File: src/rtl/framer_pkg.sv
// rtl/framer_pkg.sv - shared types and constants for the ciphertext framer
package framer_pkg;

  typedef logic [7:0] byte_t;

  typedef enum logic [2:0] {
    IDLE,
    SOF,
    LEN,
    PAYLOAD,
    CHK
  } framer_state_t;

  localparam byte_t DEFAULT_SOF = 8'hA5;

endpackage

File: src/rtl/byte_fifo.sv
// rtl/byte_fifo.sv - power-of-two FIFO with combinational head read
module byte_fifo #(
  parameter int DEPTH = 32,
  parameter int WIDTH = 8
) (
  input  logic                     clk,
  input  logic                     rst_n,
  input  logic                     push,
  input  logic [WIDTH-1:0]         din,
  input  logic                     pop,
  output logic [WIDTH-1:0]         dout,
  output logic [$clog2(DEPTH):0]   count,
  output logic                     full,
  output logic                     empty
);
  localparam int AW = $clog2(DEPTH);

  logic [WIDTH-1:0] mem [DEPTH];
  logic [AW-1:0]    wr_ptr;
  logic [AW-1:0]    rd_ptr;
  logic             do_push;
  logic             do_pop;

  assign empty = (count == '0);
  assign full  = (count == (AW + 1)'(DEPTH));
  assign dout  = mem[rd_ptr];

  // A pop frees a slot in the same cycle, so a push at full is accepted alongside a pop.
  assign do_pop  = pop && !empty;
  assign do_push = push && (!full || do_pop);

  // Pointer and occupancy bookkeeping; pointers wrap naturally at DEPTH.
  always_ff @(posedge clk or negedge rst_n) begin
    if (!rst_n) begin
      wr_ptr <= '0;
      rd_ptr <= '0;
      count  <= '0;
    end else begin
      if (do_push) wr_ptr <= wr_ptr + 1'b1;
      if (do_pop)  rd_ptr <= rd_ptr + 1'b1;
      case ({do_push, do_pop})
        2'b10:   count <= count + 1'b1;
        2'b01:   count <= count - 1'b1;
        default: count <= count;
      endcase
    end
  end

  // Storage array; contents need no reset because count gates visibility.
  always_ff @(posedge clk) begin
    if (do_push) mem[wr_ptr] <= din;
  end

endmodule

File: src/rtl/ctxt_framer.sv
// rtl/ctxt_framer.sv - frames cipher bytes as SOF/LEN/payload[/checksum]; FRAMER_CHECKSUM_EN adds checksum
module ctxt_framer
  import framer_pkg::*;
#(
  parameter int    FRAME_LEN  = 16,
  parameter int    FIFO_DEPTH = 32,
  parameter byte_t SOF_BYTE   = DEFAULT_SOF
) (
  input  logic  clk,
  input  logic  rst_n,
  input  byte_t ctxt_char,
  input  logic  din_valid,
  input  logic  flush,
  output byte_t frame_byte,
  output logic  frame_valid,
  input  logic  frame_ready,
  output logic  frame_last,
  output logic  overflow
);
  localparam int CW = $clog2(FIFO_DEPTH) + 1;

  logic [CW-1:0] fifo_count;
  logic          fifo_full;
  logic          fifo_empty;
  logic          fifo_pop;
  byte_t         fifo_dout;

  framer_state_t state, state_n;
  byte_t         byte_n;
  logic          valid_n;
  logic          last_n;
  byte_t         len_q, len_n, len_sel;
  byte_t         pcnt, pcnt_n;
  logic          can_load;
  logic          start_cond;
  logic          start_taken;
  logic          finish;
  logic          flush_pending;
`ifdef FRAMER_CHECKSUM_EN
  byte_t         chk;
`endif

  byte_fifo #(
    .DEPTH (FIFO_DEPTH),
    .WIDTH (8)
  ) u_fifo (
    .clk   (clk),
    .rst_n (rst_n),
    .push  (din_valid),
    .din   (ctxt_char),
    .pop   (fifo_pop),
    .dout  (fifo_dout),
    .count (fifo_count),
    .full  (fifo_full),
    .empty (fifo_empty)
  );

  assign can_load   = !frame_valid || frame_ready;
  assign start_cond = (int'(fifo_count) >= FRAME_LEN) || (flush_pending && !fifo_empty);
  assign len_sel    = (int'(fifo_count) >= FRAME_LEN) ? byte_t'(FRAME_LEN) : byte_t'(fifo_count);

  // Next-state and output-register loading; each state names the byte currently held.
  always_comb begin
    state_n     = state;
    byte_n      = frame_byte;
    valid_n     = frame_valid;
    last_n      = frame_last;
    len_n       = len_q;
    pcnt_n      = pcnt;
    fifo_pop    = 1'b0;
    start_taken = 1'b0;
    finish      = 1'b0;

    case (state)
      IDLE: finish = 1'b1;
      SOF: begin
        if (can_load) begin
          byte_n  = len_q;
          valid_n = 1'b1;
          last_n  = 1'b0;
          state_n = LEN;
        end
      end
      LEN, PAYLOAD: begin
        if (pcnt != 8'd0) begin
          if (can_load) begin
            fifo_pop = 1'b1;
            byte_n   = fifo_dout;
            valid_n  = 1'b1;
`ifdef FRAMER_CHECKSUM_EN
            last_n   = 1'b0;
`else
            last_n   = (pcnt == 8'd1);
`endif
            pcnt_n   = pcnt - 8'd1;
            state_n  = PAYLOAD;
          end
        end else begin
`ifdef FRAMER_CHECKSUM_EN
          if (can_load) begin
            byte_n  = chk;
            valid_n = 1'b1;
            last_n  = 1'b1;
            state_n = CHK;
          end
`else
          finish = 1'b1;
`endif
        end
      end
      CHK:     finish = 1'b1;
      default: state_n = IDLE;
    endcase

    // End of frame (or idle): start the next frame straight away when possible.
    if (finish && can_load) begin
      if (start_cond) begin
        byte_n      = SOF_BYTE;
        valid_n     = 1'b1;
        last_n      = 1'b0;
        len_n       = len_sel;
        pcnt_n      = len_sel;
        start_taken = 1'b1;
        state_n     = SOF;
      end else begin
        byte_n  = 8'h00;
        valid_n = 1'b0;
        last_n  = 1'b0;
        state_n = IDLE;
      end
    end
  end

  // FSM state, latched frame length, payload countdown and the output register.
  always_ff @(posedge clk or negedge rst_n) begin
    if (!rst_n) begin
      state       <= IDLE;
      len_q       <= 8'h00;
      pcnt        <= 8'h00;
      frame_byte  <= 8'h00;
      frame_valid <= 1'b0;
      frame_last  <= 1'b0;
    end else begin
      state       <= state_n;
      len_q       <= len_n;
      pcnt        <= pcnt_n;
      frame_byte  <= byte_n;
      frame_valid <= valid_n;
      frame_last  <= last_n;
    end
  end

`ifdef FRAMER_CHECKSUM_EN
  // Running XOR of popped payload, restarted as each frame begins.
  always_ff @(posedge clk or negedge rst_n) begin
    if (!rst_n) begin
      chk <= 8'h00;
    end else if (start_taken) begin
      chk <= 8'h00;
    end else if (fifo_pop) begin
      chk <= chk ^ fifo_dout;
    end
  end
`endif

  // Pending flush survives until a frame starts or there is nothing left to close.
  always_ff @(posedge clk or negedge rst_n) begin
    if (!rst_n) begin
      flush_pending <= 1'b0;
    end else begin
      flush_pending <= (flush_pending && !(start_taken || (state == IDLE && fifo_empty))) || flush;
    end
  end

  // Sticky drop indicator: a byte arrived when the FIFO had no room.
  always_ff @(posedge clk or negedge rst_n) begin
    if (!rst_n) begin
      overflow <= 1'b0;
    end else if (din_valid && fifo_full && !fifo_pop) begin
      overflow <= 1'b1;
    end
  end

endmodule

File: config.mk
export PLATFORM = sky130hd
export DESIGN_NAME = ctxt_framer
export DESIGN_NICKNAME = d
export VERILOG_FILES = /design/src/rtl/framer_pkg.sv /design/src/rtl/byte_fifo.sv /design/src/rtl/ctxt_framer.sv
export SDC_FILE = /design/constraint.sdc
export NUM_CORES = 1
export LEC_CHECK = 0
export ABC_AREA = 1
export BUFFER_PORTS_ARGS = -buffer_cell sky130_fd_sc_hd__buf_2
export CAP_MARGIN = 20
export CORE_MARGIN = 3
export CORE_UTILIZATION = 35
export DETAILED_ROUTE_END_ITERATION = 7
export PLACE_DENSITY_LB_ADDON = 0.05
export SYNTH_ARGS = -nofsm -noshare
export SYNTH_HDL_FRONTEND = slang
export SYNTH_SLANG_ARGS = --single-unit
File: constraint.sdc
create_clock -name clk -period 2.5 [get_ports clk]
set_clock_uncertainty 0.05 [all_clocks]
set_input_delay 0.5 -clock clk [delete_from_list [all_inputs] [get_ports clk]]
set_output_delay 0.5 -clock clk [all_outputs]
set_load 0.005 [all_outputs]
Word level (Yosys, flattened, before mapping):

Memories as Yosys holds them, arrays and structs flattened.
Index checks and enable logic that the tools add are counted.

* memories: 1
* output and inout port bits: 11
* logic and storage cells: 96
* input bits: 13
* RAM bits: 256
* register bits: 47

* equality and inequality tests: 12
* multiplexer cells: 37
* reductions and logical operators: 29
* magnitude comparators: 1
* add/subtract/negate cells: 5

Memory list
* u_fifo.mem: depth 32, bits a word 8, rd ports 1, clocked after memory_dff 0, write ports 1, RTL line byte_fifo.sv:18 `logic [WIDTH-1:0] mem [DEPTH];`

Operator list (count)
* 8-bit 2-to-1 mux: 10
* 1-bit 2-to-1 mux: 16
* 8-bit one-hot mux with 2 select lines: 1
* 3-bit 2-to-1 mux: 4
* 6-bit one-hot mux with 2 select lines: 1
* 5-bit by 1-bit adder with 5-bit output (second input constant): 2
* 3-bit != test (second input constant): 3
* 3-bit one-hot mux with 3 select lines: 1
* 8-bit by 1-bit equality test with 1-bit output (second input constant): 1
* 1-bit logical AND: 8
* 4-bit AND reduction: 2
* 8-bit nonzero test: 1
* 8-bit by 1-bit subtractor with 8-bit output (second input constant): 1
* 6-bit by 1-bit adder with 6-bit output (second input constant): 1
* 3-bit by 2-bit equality test with 1-bit output (second input constant): 2
* 6-bit equality test (second input constant): 1
* 6-bit by 5-bit >= comparator with 1-bit output (second input constant): 1
* 6-bit zero test: 1
* 6-bit 2-to-1 mux: 1
* 1-bit one-hot mux with 2 select lines: 3
* 6-bit by 1-bit subtractor with 6-bit output (second input constant): 1
* 1-bit zero test: 5
* 1-bit logical OR: 5
* 2-bit AND reduction: 2
* other kinds (9): 10

Longest topological paths before layout:

* depth in word-level cells: 10
* mapped depth: 22

Modules after synthesis:

Synthesis repeated with hierarchy kept, for this count alone.

* cell total of the unflattened synthesis: 1242
* area total of the unflattened synthesis: 13018.7 um^2

Modules (own cells, without submodules)
* byte_fifo: instances 1, area an instance 11504.8 um^2, cells each 1052, seq. area each 8087.8 um^2
* ctxt_framer: instances 1, area an instance 1514.0 um^2, cells each 190, seq. area each 700.7 um^2

Worst setup path after synthesis:

Ideal clock, no wire load.

* kind: reg-to-reg
* start: register pcnt[0]
* end: register u_fifo.count[4]
* path buffers: 1
* cell stages (with the launch flop): 22
* arrival: 2.305 ns
* setup time: 0.126 ns
* period minus slack after synthesis: 2.481 ns
* path slack: 0.019 ns
* cell sequence: dfrtp_1 > inv_1 > ha_1 > inv_1 > nor2_1 > nand2_1 > nand2_4 > nand2_1 > nand2_2 > ha_1 > clkbuf_2 > xnor2_1 > inv_1 > ha_1 > inv_1 > nand2_1 > nand2_1 > nand2_1 > nand3_1 > nand3_1 > nand3_1 > o21ai_0

* word-level cells in the longest chain between the ends: 8
* elaborated cells on any way between the ends: 10
* those cells by class: eq/ne: 2; mux: 3; reduce/logical: 5

Ends and longest elaborated chain
* from (decl): RTL line ctxt_framer.sv:33 `byte_t pcnt, pcnt_n;`
* from (signal assigned): RTL line ctxt_framer.sv:146 `pcnt <= pcnt_n;`
* 8-bit nonzero test (*): RTL line ctxt_framer.sv:85 `if (pcnt != 8'd0) begin`
* 1-bit 2-to-1 mux (*): RTL line ctxt_framer.sv:85
* 1-bit 2-to-1 mux (*): RTL line ctxt_framer.sv:74 `case (state)`
* 1-bit logical AND (*): RTL line byte_fifo.sv:29 `assign do_pop = pop && !empty;`
* 1-bit logical OR: RTL line byte_fifo.sv:30 `assign do_push = push && (!full || do_pop);`
* 1-bit logical AND: RTL line byte_fifo.sv:30
* 2-bit by 1-bit equality test with 1-bit output or 2-bit equality test (tied branches): RTL line byte_fifo.sv:41 `case ({do_push, do_pop})`
* 6-bit one-hot mux with 2 select lines or 2-bit nonzero test (tied branches)
* to (signal assigned): RTL line byte_fifo.sv:42 `2'b10: count <= count + 1'b1;`
* to (signal assigned): RTL line byte_fifo.sv:43 `2'b01: count <= count - 1'b1;`
* to (signal assigned): RTL line byte_fifo.sv:44 `default: count <= count;`
* to (decl): RTL line byte_fifo.sv:12 `output logic [$clog2(DEPTH):0] count,`

Every way passes the cells marked *; elsewhere a longest branch is shown, timed or not.
A chain may end at the register's enable or synchronous reset.

Worst setup path in the final report:

* start: register pcnt[0]
* end: register u_fifo.count[3]

* word-level cells in the longest chain between the ends: 8
* elaborated cells on any way between the ends: 10
* those cells by class: eq/ne: 2; mux: 3; reduce/logical: 5

Ends and longest elaborated chain
* 8-bit nonzero test (*): RTL line ctxt_framer.sv:85
* 1-bit 2-to-1 mux (*): RTL line ctxt_framer.sv:85
* 1-bit 2-to-1 mux (*): RTL line ctxt_framer.sv:74
* 1-bit logical AND (*): RTL line byte_fifo.sv:29
* via u_fifo.do_pop: RTL line byte_fifo.sv:22 `logic do_pop;`
* 1-bit logical OR: RTL line byte_fifo.sv:30
* 1-bit logical AND: RTL line byte_fifo.sv:30
* 2-bit by 1-bit equality test with 1-bit output or 2-bit equality test (tied branches): RTL line byte_fifo.sv:41
* 6-bit one-hot mux with 2 select lines or 2-bit nonzero test (tied branches)

The timed path passes the listed nets; every way through them passes the cells marked *.

==> flow_metrics.tcl <==
set metrics [dict create \
    status "complete, no violations" \
    gr-total-overflow 0 \
    final.setup.tns_ps 0 \
    cts_tree "built" \
    finalSetupViolations 0 \
    drive_above_1_share_pct 13.7 \
    fp-row-count 70 \
    min_to "flush_pending" \
    p_total_mw 18.4 \
    yosysUniqueCellTypes 35 \
    max_freq_ghz 0.427 \
    synth_edf_count 256 \
    slew_viol_final 0 \
    rr_startpoint "pcnt[0]" \
    startpoint_type "flip-flop" \
    wire_per_inst_um 18.5 \
    htreeDepth 2 \
    synth-seq-cells 300 \
    routed_wl_um 33700 \
    diodes 0 \
    num_io_pins 24 \
    worstPathRequired_ps 2890 \
    end_kind "flip-flop" \
    cts.sink_count 300 \
    gp_congestion 0.795 \
    dp_worst_setup_slack_ps 5.71 \
    finalHoldViolCount 0 \
    r2r-end "u_fifo.count[3]" \
    fin_cells 1823 \
    syn_to_final_growth_pct 18.2 \
    final.period_utilization_pct 93.8 \
    netlist_instances 1250 \
    r2r_cells 15 \
    final_common_cell "nand2_1" \
    synth_warnings 0 \
    synth.cell_area_um2 13000 \
    antenna_found_initial 1 \
    syn-num-nets 1273 \
    grt_use_total_pct 17.3 \
    ys_async_sr_fraction_pct 14.7 \
    dpl.cell_count 1750 \
    cap_violations 0 \
    arrival_ps 2740 \
    nNetsFinal 1349 \
    grt_pass1_wl_um 51900 \
    critPathKind "flip-flop to flip-flop" \
    drt-initial-drc-count 423 \
    io_buffers 23 \
    fp.dieH_um 199 \
    die_x_um 199 \
    leakage_nw 6.29 \
    start_util_pct 35.6 \
    design_area_um2 15400 \
    avgSynthCellArea_um2 10.4 \
    placedInstanceArea_um2 14000 \
    vdd_drop_max_v 0.000620 \
    ant_nets 0 \
    period_needed_ps 2340 \
    dieArea_um2 39600 \
    grt_start_max_net_pins 72 \
    cts_root_buffer "clkbuf_16" \
    grt_pass1_vias 8684 \
    vias_per_cell 4.73 \
    rrSetupSlack_ps 160 \
    clock_path_buffers 3 \
    firstDrtPassIters 5 \
    design.core.area_um2 36600 \
    mostFrequentLayoutCells "nand2_1, edfxtp_1, nand3_1" \
    tightest_slew_ps 840 \
    hp-class "primary input to flip-flop" \
    yosysSeqAreaShare_pct 67.5 \
    cp_max_fo 4 \
    dp_hpwl_um 20800 \
    yosys.area.top_type "edfxtp_1" \
    holdPathStages 2 \
    clk_pin_slew_worst_paths_ps 60 \
    drc_errors 0 \
    p_per_area_nw_per_um2 1190 \
    clock_latency_ps 530 \
    yosys-top-cells-area "edfxtp_1, nand2_1, dfrtp_1" \
    yosysTopAreaCellShare_pct 59.0 \
    vias 8629 \
    ys.flop_type "edfxtp_1" \
    relSlewSlack_pct 44.0 \
    setup_slack_ps 156 \
    min-delay-start "flush" \
    cts_buffers 37 \
]
-- where the power goes --
group	internal (mW)	total (mW)	switching, mW	leakage, nW
clock	3.39	5.48	2.09	0.612
combinational	2.13	6.53	4.39	2.83
sequential	6.03	6.36	0.329	2.84
-- per-stage QoR --
stage | utilization (%) | hold WS [ps]
detailed placement | 38.3 | 402
global route | 42.1 | 118
finish | 42.1 | 120
CTS | 41.8 | 96.9
global placement | 38.3 | 401
floorplan | - | 154
-- registers in the layout (all words and copies together) (netlist names) --
name	flops
u_fifo.rd_ptr	5
u_fifo.count	6
overflow	1
frame_valid	1
frame_last	1
flush_pending	1
u_fifo.mem	256
u_fifo.wr_ptr	5
pcnt	8
state	2
frame_byte	8
len_q	6
-- what timing repair did --
action | in CTS | in global routing
pin swaps | 0 | 7
gates resized for setup | 1 | 17
setup endpoints to repair | 1 | 32
endpoints found under the hold margin | 44 | 0
hold buffers | 1 | 0
buffers inserted | 0 | 4
-- kinds of logic after synthesis --
| family | Yosys count | share of synthesized area [%] |
|---|---|---|
| simple gates | 660 | 21.2 |
| compound gates | 84 | 3.48 |
| fa+ha+maj | 10 | 0.961 |
| xor+xnor | 20 | 1.34 |
| flops | 300 | 67.5 |
| buf+inv | 176 | 5.59 |
-- per-layer routing --
metal | track usage, % | up-vias | routed length (um)
li1 | - | 4309 | -
met1 | 24.6 | 4157 | 16300
met2 | 28.0 | 123 | 15500
met3 | 2.66 | 40 | 1240
met4 | 4.55 | 0 | 636
met5 | 0 | - | 0
-- cell type report --
class / count / area [um2]
repair buffers: 90 / 721
inverters: 123 / 463
multi-input cells: 774 / 3580
well taps: 468 / 586
flip-flops and latches: 300 / 8790
clock buffers: 44 / 962
fillers: 3568 / 21200
clock inverters: 24 / 294
-- worst max-delay path by stage --
stage,start,end,slack (ps),cells after the start
after floorplan,pcnt[0],u_fifo.count[4],20,21
after global placement,pcnt[1],u_fifo.count[4],80,20
after detailed placement,pcnt[1],u_fifo.count[3],6,16
after CTS,pcnt[1],u_fifo.count[4],7,20
after global routing,u_fifo.count[3],u_fifo.count[3],-20,12
final,pcnt[0],u_fifo.count[3],160,15
-- synthesized netlist by cell type (all sizes together), types with 5 or more instances --
cell / n
a21oi: 26
buf: 37
clkbuf: 16
dfrtp: 44
edfxtp: 256
ha: 10
inv: 122
nand2: 371
nand3: 150
nor2: 130
o21ai: 46
xnor2: 5
xor2: 15
-- worst max-delay path, stage by stage, from the launching register on --
cell and delay [ps]:
dfrtp_1 370, inv_1 100, ha_4 140, inv_1 40, nor2_1 90, nand2_1 110, nand2_4 120, nor2_4 50
ha_4 170, buf_4 150, xnor2_1 270, nor2_1 140, a21oi_2 170, xor2_1 160, nand2_1 60, o21ai_0 70
Note: power is estimated with default switching activity, not from simulation.
